[config.mk]
export PLATFORM = sky130hd
export DESIGN_NAME = gg_emu_stream_arbiter
export DESIGN_NICKNAME = d
export VERILOG_FILES = /design/src/rtl/gg_emu_stream_arbiter.sv
export SDC_FILE = /design/constraint.sdc
export NUM_CORES = 1
export LEC_CHECK = 0
export ABC_AREA = 0
export BUFFER_PORTS_ARGS = -buffer_cell sky130_fd_sc_hd__buf_4
export CAP_MARGIN = 20
export CELL_PAD_IN_SITES_DETAIL_PLACEMENT = 1
export CELL_PAD_IN_SITES_GLOBAL_PLACEMENT = 2
export CORE_MARGIN = 2
export CORE_UTILIZATION = 20
export DETAILED_ROUTE_END_ITERATION = 7
export PLACE_DENSITY = 0.85
export SYNTH_ARGS = -nofsm -noshare
export SYNTH_HDL_FRONTEND = slang
export SYNTH_SLANG_ARGS = --single-unit
[constraint.sdc]
create_clock -name clk_i -period 2.3 [get_ports clk_i]
set_input_delay 0.115 -clock clk_i [delete_from_list [all_inputs] [get_ports clk_i]]
set_output_delay 0.115 -clock clk_i [all_outputs]
set_load 0.005 [all_outputs]
[src/rtl/gg_emu_stream_arbiter.sv]
// gg_emu_stream_arbiter
// Two-requester NAL stream arbiter in front of the emulation-removal
// datapath. A grant is held for a whole NAL. The granted requester is
// passed straight through with no added latency. After the last word of
// a NAL, FLUSH_WORDS all-0xFF filler words are emitted so that the
// downstream emulation-prevention history cannot run across NAL
// boundaries.
//
// state    | meaning
// ---------+-----------------------------------------------------------
// ST_IDLE  | no owner; pick a requester (bubble cycle, nothing accepted)
// ST_XFER  | pass-through of granted requester until its last word
// ST_FLUSH | emit filler words; completion reported on the final one
module gg_emu_stream_arbiter #(
   parameter int unsigned WIDTH       = 128,
   parameter int unsigned FLUSH_WORDS = 2
) (
   input  logic             clk_i,
   input  logic             reset_ni,

   input  logic [WIDTH-1:0] s0_data_i,
   input  logic             s0_valid_i,
   input  logic             s0_last_i,
   output logic             s0_ready_o,

   input  logic [WIDTH-1:0] s1_data_i,
   input  logic             s1_valid_i,
   input  logic             s1_last_i,
   output logic             s1_ready_o,

   output logic [WIDTH-1:0] m_data_o,
   output logic             m_valid_o,
   output logic             m_last_o,
   output logic             m_flush_o,
   output logic             m_src_o,
   input  logic             m_ready_i,

   output logic             busy_o,
   output logic             nal_done_o,
   output logic [15:0]      nal_words_o
);

   localparam logic [1:0] ST_IDLE  = 2'd0;
   localparam logic [1:0] ST_XFER  = 2'd1;
   localparam logic [1:0] ST_FLUSH = 2'd2;

   // Filler counter is a down-counter loaded with the filler length;
   // the handshake taken while it reads 1 is the final filler word.
   localparam logic [2:0] FLUSH_LOAD = 3'(FLUSH_WORDS);
   localparam bit         HAS_FLUSH  = (FLUSH_WORDS != 0);

   logic [1:0]       state_q, state_d;
   logic             g_q, g_d;
   logic             lg_q, lg_d;
   logic [15:0]      wc_q, wc_d;
   logic [2:0]       fc_q, fc_d;
   logic             nal_done_q, nal_done_d;
   logic [15:0]      nal_words_q, nal_words_d;

   logic [WIDTH-1:0] sel_data;
   logic             sel_valid;
   logic             sel_last;
   logic             xfer_hs;
   logic             flush_hs;
   logic [15:0]      wc_inc;

   // Selected requester view and handshake qualifiers
   always_comb begin
      sel_data  = g_q ? s1_data_i  : s0_data_i;
      sel_valid = g_q ? s1_valid_i : s0_valid_i;
      sel_last  = g_q ? s1_last_i  : s0_last_i;
      xfer_hs   = (state_q == ST_XFER)  && sel_valid && m_ready_i;
      flush_hs  = (state_q == ST_FLUSH) && m_ready_i;
      // Word count sticks at all-ones so very long NALs read as saturated
      wc_inc    = (wc_q == 16'hFFFF) ? wc_q : (wc_q + 16'd1);
   end

   // Output decode; the datapath sees the granted requester combinationally
   always_comb begin
      m_data_o   = '0;
      m_valid_o  = 1'b0;
      m_last_o   = 1'b0;
      m_flush_o  = 1'b0;
      m_src_o    = 1'b0;
      s0_ready_o = 1'b0;
      s1_ready_o = 1'b0;
      case (state_q)
         ST_XFER: begin
            m_data_o   = sel_data;
            m_valid_o  = sel_valid;
            m_last_o   = sel_last;
            m_src_o    = g_q;
            s0_ready_o = !g_q && m_ready_i;
            s1_ready_o =  g_q && m_ready_i;
         end
         ST_FLUSH: begin
            m_data_o   = '1;
            m_valid_o  = 1'b1;
            m_flush_o  = 1'b1;
            m_src_o    = g_q;
         end
         default: ;
      endcase
   end

   assign busy_o      = (state_q != ST_IDLE);
   assign nal_done_o  = nal_done_q;
   assign nal_words_o = nal_words_q;

   // Next-state: arbitration, word counting, filler sequencing, completion
   always_comb begin
      state_d     = state_q;
      g_d         = g_q;
      lg_d        = lg_q;
      wc_d        = wc_q;
      fc_d        = fc_q;
      nal_done_d  = 1'b0;
      nal_words_d = nal_words_q;
      case (state_q)
         ST_IDLE: begin
            if (s0_valid_i || s1_valid_i) begin
               // On a tie the requester that did not finish last wins
               if (s0_valid_i && s1_valid_i) g_d = !lg_q;
               else                          g_d = s1_valid_i;
               wc_d    = 16'd0;
               state_d = ST_XFER;
            end
         end
         ST_XFER: begin
            if (xfer_hs) begin
               wc_d = wc_inc;
               if (sel_last) begin
                  if (HAS_FLUSH) begin
                     fc_d    = FLUSH_LOAD;
                     state_d = ST_FLUSH;
                  end else begin
                     nal_done_d  = 1'b1;
                     nal_words_d = wc_inc;
                     lg_d        = g_q;
                     state_d     = ST_IDLE;
                  end
               end
            end
         end
         ST_FLUSH: begin
            if (flush_hs) begin
               fc_d = fc_q - 3'd1;
               if (fc_q == 3'd1) begin
                  fc_d        = 3'd0;
                  nal_done_d  = 1'b1;
                  nal_words_d = wc_q;
                  lg_d        = g_q;
                  state_d     = ST_IDLE;
               end
            end
         end
         default: begin
            state_d = ST_IDLE;
         end
      endcase
   end

   // State registers; an interrupted NAL is simply dropped on reset
   always_ff @(posedge clk_i or negedge reset_ni) begin
      if (!reset_ni) begin
         state_q     <= ST_IDLE;
         g_q         <= 1'b0;
         lg_q        <= 1'b1;
         wc_q        <= 16'd0;
         fc_q        <= 3'd0;
         nal_done_q  <= 1'b0;
         nal_words_q <= 16'd0;
      end else begin
         state_q     <= state_d;
         g_q         <= g_d;
         lg_q        <= lg_d;
         wc_q        <= wc_d;
         fc_q        <= fc_d;
         nal_done_q  <= nal_done_d;
         nal_words_q <= nal_words_d;
      end
   end

endmodule

---- After elaboration in Yosys (flattened, before gate mapping) ----
Cells that the tools add are included.
word-level totals
  input bits .............................. 263
  word-level logic and storage cells ...... 67
  output and inout bits ................... 152
  register bits ........................... 40
operators by class
  add/sub/neg operators ................... 2
  reductions and logical operators ........ 19
  equality and inequality tests ........... 10
  muxes and demuxes ....................... 29
operators with widths
  kind                                                    number
  case mux 128 bit (2 select lines)                       1
  2-to-1 mux 128 bit                                      1
  2-to-1 mux 16 bit                                       3
  case mux 16 bit (2 select lines)                        1
  adder 16 x 1 -> 16 bit (second input constant)          1
  equality test 16 bit (second input constant)            1
  2-to-1 mux 3 bit                                        4
  2-to-1 mux 1 bit                                        11
  2-to-1 mux 2 bit                                        5
  inequality test 2 bit (second input constant)           5
  AND reduction 4 bit                                     2
  logical AND 1 bit                                       6
  case mux 2 bit (3 select lines)                         1
  case mux 3 bit (2 select lines)                         1
  nonzero test 2 bit                                      3
  AND reduction 5 bit                                     1
  equality test 3 x 1 -> 1 bit (second input constant)    1
  AND reduction 3 bit                                     1
  subtractor 3 x 1 -> 3 bit (second input constant)       1
  equality test 2 x 1 -> 1 bit (second input constant)    1
  equality test 2 bit (second input constant)             1
  zero test 1 bit                                         2
  zero test 2 bit                                         1
  inequality test 2 x 1 -> 1 bit (second input constant)  1
  4 further kinds                                         4

---- Depth between registers and ports, before layout ----
  depth in word-level cells ............... 5
  mapped depth ............................ 8
  mapped depth without buffers ............ 6

---- Least setup slack after synthesis ----
No wires, ideal clock.
  kind .................................... reg-to-reg
  start point ............................. register state_q[0]
  end point ............................... register nal_words_q[10], in the netlist nal_words_o[10]
  library setup time ...................... 0.125 ns
  clock period less this slack ............ 1.929 ns
  stages on the path, launching flop included .. 7
  arrival ................................. 1.805 ns
  required time ........................... 2.175 ns
  slack ................................... 0.371 ns
  path buffers ............................ 2
  cells stage by stage .................... dfrtp_1 -> inv_1 -> ha_1 -> clkbuf_1 -> nand3_1 -> clkbuf_1 -> mux2_2
on the way
  word-level cells in the longest chain between the ends .. 3
RTL lines
  element                            RTL line  text
  start: declaration                 52        logic [1:0] state_q, state_d;
  start signal: assignment           174       state_q <= state_d;
  equality test 2 bit (*)            73, 119
  logical AND 1 bit                  73        flush_hs = (state_q == ST_FLUSH) && m_ready_i;
  AND reduction 3 bit (no line) (*)  -
  end signal: assignment             180       nal_words_q <= nal_words_d;
  end: declaration                   58        logic [15:0] nal_words_q, nal_words_d;
Mark *: on every way between the ends. The rest lies on a longest branch, timed or not.
A chain may end at the register's enable or synchronous reset.

---- Final worst setup path ----
  start point ............................. register state_q[1]
  end point ............................... output port m_data_o[88]
on the way
  word-level cells in the longest chain between the ends .. 2
RTL lines
  element                                                                     RTL line  text
  equality test 2 bit / equality test 2 x 1 -> 1 bit (equally long branches)  87        case (state_q)
  case mux 128 bit (2 select lines) (*)                                       87
  end: declaration                                                            31        output logic [WIDTH-1:0] m_data_o,
Marked as above.

==> metrics.yaml <==
layout:
  drive_gt1_share_pct: 45.8
  postLayoutCoreUtil_pct: 35.2
  synthToLayoutAreaGrowth_pct: 72.6
  final_cells: 1355
  fin_nets: 1290
  final_area_mm2: 0.00887
run_status:
  status: "complete, no violations"
synthesis:
  synth_xor_area_share_pct: 0
  syn_nets: 919
  yosys_most_used_dff: "dfrtp_1"
  synth_top_family_by_area: "multiplexers"
  yosys_warnings: 0
  ys_types: 52
  synth-compound-area-share_pct: 24.8
  synth_adder_area_share_pct: 1.70
  async_flop_share_pct: 100
  synth_edf_count: 0
  synth.cell_area_mm2: 0.00514
  syn-instance-count: 649
  synthSimpleGateAreaFrac_pct: 17.7
  syn_avg_cell_area_um2: 7.92
  synth_seq_cells: 40
  yosys-mux-area-fraction_pct: 30.1
  seq_area_frac_synth_pct: 19.5
cts:
  cts_buffer_depth: 2
  cts_tree: "yes"
  cts_made_buffers: 5
  clk_pin_slew_worst_paths_ps: 60
  h-tree-depth: 2
  cts.sinks: 40
  clk_latency_ps: 280
  cts-root-buf: "clkbuf_16"
timing:
  timing.final.crit_share_pct: 93.2
  skew_ps: 5.44
  finalSetupViolCount: 0
  worst_slack_ps: 156
  timing.hold.ws_ps: 168
  setup_tns_ps: 0
  slew_headroom_pct: 64.7
  final_hold_viol_count: 0
  worst_pin_slew_ps: 530
  period_minus_slack_ps: 2140
  rsz0062_at_grt: "no"
  slew_violations: 0
  max_freq_mhz: 466
flow_run:
  max_cap_viol_count: 0
setup_path:
  critPathLaunchType: "flop"
  cp_max_fo: 76
  worstSetupPathType: "flop to output pin"
  end_kind: "output pin"
  cp.arrival_ps: 2030
  required_ps: 2180
pwr:
  p_switching_mw: 4.52
  p_leak_nw: 4.64
  seqPwrFrac_pct: 9.4
  ir_worst_vdd_mv: 0.600
  clock_power_share_pct: 8.9
  internal-power_mw: 5.66
  switching_share_pct: 44.4
  pwr-share-comb_pct: 81.7
  power_mw: 10.2
  p_per_area_mw_per_mm2: 1150
placed_design:
  dp_hpwl_um: 20100
  dp_slack_ps: 214
  gp_congestion: 0.800
  place.port_buffers: 414
  dp.cells: 1342
  postPlaceCellArea_mm2: 0.00865
detailed_routing:
  routed_via_density: 4.59
  num_vias: 6215
  wirelength_um: 25600
  routedWlPerCell_um: 18.9
  drtIter0Drc: 255
  postRouteAntennaNets: 0
  route.detailed.drc: 0
  drtPass1Iterations: 5
grt:
  grt_overflow: 0
  grt_max_degree: 96
  met1_usage_pct: 22.3
  grt_pass1_wl_um: 37500
  grt-busiest-layer: "met2"
  grt_use_met2_pct: 29.7
  antenna_found_initial: 4
  grt_pass1_vias: 6301
  globalRouteMet3Util_pct: 5.05
  track_usage_pct: 17.6
floorplan:
  initial_core_util_pct: 20.4
  coreArea_mm2: 0.0252
  std_cell_rows: 58
  die_w_um: 164
  die_area_mm2: 0.0270
  die_h_um: 164
  ios: 415
hold_path:
  hp-class: "input pin to flop"
[Yosys cell counts, drive strengths merged, types with 5 or more instances]
library cell | count | area [um2]
buf | 20 | 101
a21oi | 5 | 25.0
a221o | 7 | 70.1
clkbuf | 48 | 180
nor2 | 136 | 513
nor2b | 5 | 31.3
nand2 | 16 | 60.1
nand3 | 10 | 55.1
ha | 7 | 87.6
mux2i | 132 | 1320
dfrtp | 39 | 976
nand4 | 5 | 37.5
mux2 | 20 | 225
inv | 10 | 37.5
nor4 | 8 | 65.1
o21a | 130 | 976
o21ai | 5 | 25.0
[power groups by stage]
stage                     clock, mW  combinational [mW]  sequential (mW)
after CTS                     0.921                8.46            0.960
after global placement            0                8.38            0.962
after floorplan                   0                4.59            0.876
final                         0.904                8.32            0.959
after detailed placement          0                8.42            0.969
after global routing          0.946                9.07            0.983
[what timing repair did]
item                                    in CTS  in global routing
endpoints found under the setup margin       0                 57
hold buffers                                 1                  0
endpoints found under the hold margin       39                  0
setup buffers                                0                  0
resized for setup                            0                  3
[final timing paths]
path | from | to | slack (ps) | depth (start not counted)
min | s1_valid_i | g_q | 170 | 2
max reg2reg | wc_q[1] | wc_q[8] | 200 | 6
min reg2reg | nal_words_o[13] | nal_words_o[13] | 500 | 2
min in group asynchronous | reset_ni | nal_words_o[3] | 360 | 2
max | state_q[1] | m_data_o[88] | 160 | 8
max in group asynchronous | reset_ni | g_q | 1530 | 2
[worst max-delay path, cell delays in order (launching register included)]
cell,delay [ps]
dfrtp_1,410
inv_2,80
ha_1,230
buf_6,170
inv_4,90
buf_16,250
nor2_1,90
o21a_1,180
buf_4,140
[cell families (layout without fill, tap and decap cells)]
group / after synthesis / in the layout
AND/OR/NAND/NOR: 202 / 202
flip-flops: 40 / 40
adder cells (fa/ha/maj): 7 / 7
AO/OA/AOI/OAI: 169 / 169
multiplexers: 152 / 152
other: 0 / 4
buffers and inverters: 79 / 451
[placed cells by master (no fill, tap or decap), types with 2 or more instances in the layout]
cell	netlist	routed
and3_1	4	4
o211ai_1	2	2
a21o_1	3	3
buf_4	1	421
nor3_1	3	3
ha_4	0	2
a21oi_1	5	5
and2_1	4	4
or3_1	3	3
mux2i_1	132	132
a211oi_1	3	3
a221o_1	7	7
nand2b_1	2	2
clkbuf_16	0	5
a31oi_1	4	4
ha_1	7	5
diode_2	0	4
mux2_2	18	18
nor2b_1	5	5
nand4_1	4	4
bufinv_16	0	2
inv_1	9	8
mux2_1	2	2
nor4b_1	2	2
nor4_1	7	7
buf_12	0	8
nor2_1	135	135
dfrtp_1	39	38
inv_2	1	2
nand3_1	9	9
o21a_1	130	130
o21ai_0	4	4
nand2_1	16	16
[layer usage]
metal	share of wire (%)	wire [um]
met4	1.3	331
met3	7.6	1940
met1	41	10500
met5	0	0
met2	50	12800
[layout make-up]
class / count / area [um2]
diodes: 4 / 10.0
clock buffers: 6 / 129
clock inverters: 2 / 60.1
fillers: 3009 / 16300
inverters: 11 / 43.8
multi-input cells: 530 / 3840
flip-flops and latches: 40 / 1010
well taps: 330 / 413
repair buffers: 432 / 3370
[sequential cells by signal, summed over array words and instances, names as in the netlist]
name / cells
g_q: 1
nal_done_o: 1
nal_words_o: 16
wc_q: 16
lg_q: 1
fc_q: 3
state_q: 2
No activity file was read; power rests on OpenSTA's default activity.
